==> src/rtl/b11_feeder.sv <==
// Feeds a downstream b11 stage from a 4-deep FIFO, spacing active-low strobes GAP+1 cycles apart.
// Optional B11_FEED_SKIP_EN: accepted words 27..62 are discarded and counted in drop_cnt.
module b11_feeder #(
    parameter int unsigned GAP = 8
) (
    input  logic       clock,
    input  logic       reset,
    input  logic [5:0] d_in,
    input  logic       d_valid,
    output logic       d_ready,
    output logic [5:0] x_in,
    output logic       stbi,
    output logic [2:0] fill,
    output logic [3:0] drop_cnt
);

    typedef enum logic [1:0] {
        IDLE,
        STROBE,
        WAIT
    } state_t;

    state_t      state;
    state_t      state_next;
    logic [3:0]  cnt;
    logic [3:0]  cnt_next;
    logic [5:0]  x_next;
    logic        stbi_next;
    logic        load;
    logic [5:0]  mem [4];
    logic [1:0]  wr_ptr;
    logic [1:0]  rd_ptr;
    logic        push;
    logic        skip;
    logic        store;
    logic        pop;

    // Full blocks writes even when a pop lands on the same edge.
    assign d_ready = (fill != 3'd4);
    assign push    = d_valid && d_ready;

`ifdef B11_FEED_SKIP_EN
    assign skip = (d_in >= 6'd27) && (d_in <= 6'd62);
`else
    assign skip = 1'b0;
`endif

    assign store = push && !skip;
    assign pop   = load;

    always_comb begin
        state_next = state;
        cnt_next   = cnt;
        x_next     = x_in;
        stbi_next  = stbi;
        load       = 1'b0;
        case (state)
            IDLE: begin
                if (fill != 3'd0) begin
                    load = 1'b1;
                end
            end
            STROBE: begin
                stbi_next  = 1'b1;
                cnt_next   = 4'(GAP - 1);
                state_next = WAIT;
            end
            WAIT: begin
                if (cnt == 4'd0) begin
                    if (fill != 3'd0) begin
                        load = 1'b1;
                    end else begin
                        state_next = IDLE;
                    end
                end else begin
                    cnt_next = cnt - 4'd1;
                end
            end
            default: begin
                state_next = IDLE;
            end
        endcase
        if (load) begin
            x_next     = mem[rd_ptr];
            stbi_next  = 1'b0;
            state_next = STROBE;
        end
    end

    always_ff @(posedge clock or posedge reset) begin
        if (reset) begin
            state <= IDLE;
            cnt   <= '0;
            x_in  <= '0;
            stbi  <= 1'b1;
        end else begin
            state <= state_next;
            cnt   <= cnt_next;
            x_in  <= x_next;
            stbi  <= stbi_next;
        end
    end

    always_ff @(posedge clock) begin
        if (store) begin
            mem[wr_ptr] <= d_in;
        end
    end

    always_ff @(posedge clock or posedge reset) begin
        if (reset) begin
            wr_ptr   <= '0;
            rd_ptr   <= '0;
            fill     <= '0;
            drop_cnt <= '0;
        end else begin
            if (store) begin
                wr_ptr <= wr_ptr + 2'd1;
            end
            if (pop) begin
                rd_ptr <= rd_ptr + 2'd1;
            end
            fill <= 3'(fill + {2'b00, store} - {2'b00, pop});
            if (push && skip && (drop_cnt != 4'hF)) begin
                drop_cnt <= drop_cnt + 4'd1;
            end
        end
    end

endmodule

==> config.mk <==
export PLATFORM = sky130hd
export DESIGN_NAME = b11_feeder
export DESIGN_NICKNAME = d
export VERILOG_FILES = /design/src/rtl/b11_feeder.sv
export SDC_FILE = /design/constraint.sdc
export NUM_CORES = 1
export LEC_CHECK = 0
export ABC_AREA = 1
export BUFFER_PORTS_ARGS = -buffer_cell sky130_fd_sc_hd__buf_2
export CAP_MARGIN = 30
export CORE_MARGIN = 2
export CORE_UTILIZATION = 45
export DETAILED_ROUTE_END_ITERATION = 16
export GPL_TIMING_DRIVEN = 0
export SYNTH_ARGS = -nofsm -noshare
export SYNTH_HDL_FRONTEND = slang
export SYNTH_SLANG_ARGS = --single-unit
==> constraint.sdc <==
create_clock -name clock -period 2.7 [get_ports clock]
set_input_delay 0.135 -clock clock [delete_from_list [all_inputs] [get_ports clock]]
set_output_delay 0.135 -clock clock [all_outputs]
set_load 0.01 [all_outputs]
==> results.json <==
{
  "layout.cells.most_common_list": "37 x nor2_1, 37 x nand2_1, 24 x edfxtp_1",
  "share_of_the_clock_period_used_by_the_worst_path_pct": 81.1,
  "syn_area_per_cell_sq_um": 10.4,
  "grt_usage_pct": 15.2,
  "post_synth_num_cell_types": 24,
  "cp_max_fo": 10,
  "path_clk_slew_ps": 80,
  "gpl.final_weighted_congestion": 0.772,
  "required_ps": 2870,
  "worst_setup_slack_post_dpl_ps": 510,
  "initial_utilization_pct": 46.1,
  "cp-end-kind": "flop",
  "fp.dieH_um": 70.3,
  "antenna_found_initial": 0,
  "die_width_um": 70.3,
  "hpwlAfterDp_um": 2470,
  "max-cap-violations": 0,
  "die-area_sq_um": 4950,
  "placement.io_buffers": 19,
  "timing.max_slew.rel_slack_pct": 49.8,
  "post_cts_buffers": 0,
  "syn-instance-count": 191,
  "clock-sinks": 44,
  "drt_iter0_markers": 79,
  "rsz_0062_raised_after_global_routing": "false",
  "fin_worst_skew_ps": 5.15,
  "hold_crit_path_type": "input port to flop",
  "route.detailed.drc": 0,
  "synth.yosys.seq_area_share_pct": 61.7,
  "htreeDepth": 2,
  "worst_ir_drop_vdd_v": 0.000462,
  "final_ws_setup_ps": 510,
  "final_net_count": 239,
  "grt_pass1_wl_um": 5820,
  "p_leak_uw": 0.00105,
  "io-pin-count": 24,
  "cts_repair_resize_count": 0,
  "drtPass1Iterations": 4,
  "worstSkewPairLatency_ps": 290,
  "filler_cell_count": 381,
  "grt_start_max_net_pins": 21,
  "drt-wirelength-per-cell_um": 12.1,
  "finalSetupViolCount": 0,
  "outcome": "finished, final reports clean",
  "cts-buffers-inserted": 5,
  "critical_path.startpoint_type": "flop",
  "grt.overflow.total": 0,
  "ff2ff_setup_slack_ps": 510,
  "synth.cell_area_sq_um": 1980,
  "routed-via-count": 1302,
  "rows": 24,
  "cts_root_buffer": "clkbuf_8",
  "core_area_sq_um": 4290,
  "first_global_vias": 1295,
  "drv_slew": 0,
  "setup_tns_ps": 0,
  "number_of_hold_slack_violations_in_the_final_timing_report": 0,
  "detail_route.wirelength_um": 3330,
  "area.growth.synth_to_final_pct": 13.6,
  "timing_worst_setup_path_type": "flop to flop",
  "synthesis.yosys.warnings": 0,
  "synth.ff_latch_count": 44,
  "number_of_antenna_violating_nets_in_the_routed_design": 0,
  "worst-slew-pin-transition_ps": 753,
  "antenna_cells_inserted": 0,
  "final_period_minus_worst_setup_slack_ps": 2190,
  "max_freq_mhz": 457,
  "power_density_nw_per_um2": 1160,
  "viasPerCell": 4.75,
  "final_layout_size_suffix_gt1_share_pct": 19.8,
  "tritoncts": "done",
  "cts-root-to-sink-buffers": 2,
  "arrival_ps": 2360,
  "ctsHoldBuffers": 1
}
## sequential cells by signal (all words and copies together) (netlist names)
signal,count
fill,3
mem,24
x_in,6
stbi,1
rd_ptr,2
cnt,4
state,2
wr_ptr,2
## cells by family (layout without fill, tap and decap cells)
kind of cell	after synthesis	count (layout)	synth area share, %
buffers and inverters	29	57	7.07
other	1	4	0.189
adder cells (fa/ha/maj)	9	9	6.06
XOR/XNOR	5	5	2.21
AND/OR/NAND/NOR	85	85	18.0
AO/OA/AOI/OAI	18	18	4.74
flip-flops	44	44	61.7
## cells in the mapped netlist, drive strengths merged
library cell | instances | share of area [%]
nand3 | 4 | 1.0
buf | 7 | 2.9
conb | 1 | 0.19
dfrtp | 19 | 24
nand3b | 1 | 0.38
xor2 | 4 | 1.8
fa | 1 | 1.0
o21ai | 16 | 4.0
dfstp | 1 | 1.3
a21oi | 2 | 0.69
xnor2 | 1 | 0.44
inv | 22 | 4.2
edfxtp | 24 | 36
ha | 8 | 5.1
nand2 | 41 | 8.3
nor2 | 39 | 8.3
## per-stage QoR
stage | util (%) | total power (uW) | hold slack (ps) | std cells | area (sq um)
final | 52.4 | 2620 | 57.2 | 274 | 2250
after global routing | 52.4 | 2880 | 36.7 | 274 | 2250
after CTS | 52.4 | 2660 | 45.0 | 274 | 2250
after detailed placement | 50.1 | 2260 | 335 | 265 | 2150
after global placement | 50.1 | 2180 | 298 | 265 | 2150
after floorplan | - | 1930 | 98.1 | 194 | 1990
## worst paths after layout
| path | end | startpoint | cells past startpoint |
|---|---|---|---|
| worst max-delay path | fill[2] | cnt[0] | 11 |
| worst min-delay path | mem[2][5] | d_in[5] | 1 |
| worst max register to register | fill[2] | cnt[0] | 11 |
| worst min register to register | x_in[1] | x_in[1] | 2 |
| max in group asynchronous | rd_ptr[1] | reset | 3 |
| min in group asynchronous | rd_ptr[0] | reset | 3 |
## area by class of cell
| class | count | area (sq um) | area share [%] |
|---|---|---|---|
| Tap cell | 52 | 65.1 | 2.89 |
| Buffer | 7 | 57.6 | 2.56 |
| Inverter | 22 | 82.6 | 3.67 |
| Timing Repair Buffer | 20 | 105 | 4.67 |
| Clock buffer | 5 | 68.8 | 3.06 |
| Sequential cell | 44 | 1220 | 54.3 |
| Multi-Input combinational cell | 121 | 629 | 28.0 |
| Clock inverter | 3 | 18.8 | 0.834 |
## power by group
| part | internal (uW) | switching (uW) |
|---|---|---|
| Combinational | 426 | 714 |
| Clock | 179 | 217 |
| Sequential | 955 | 129 |
| Total | 1560 | 1060 |
## critical path: stages (launching register included)
cell	delay [ps]
dfrtp_1	380
inv_1	100
ha_1	220
nand2_2	100
nand2_2	70
inv_2	100
nor2_8	60
ha_1	270
inv_1	40
ha_1	190
fa_1	380
xor2_1	170
## layer usage
layer | GRT usage (%) | vias up | part of all wire (%)
met2 | 26.3 | 16 | 52
met1 | 17.9 | 623 | 44
met4 | 4.91 | 0 | 0.87
met3 | 4.76 | 5 | 3.2
li1 | - | 658 | -
met5 | 0 | - | 0
No activity file was read; power rests on OpenSTA's default activity.
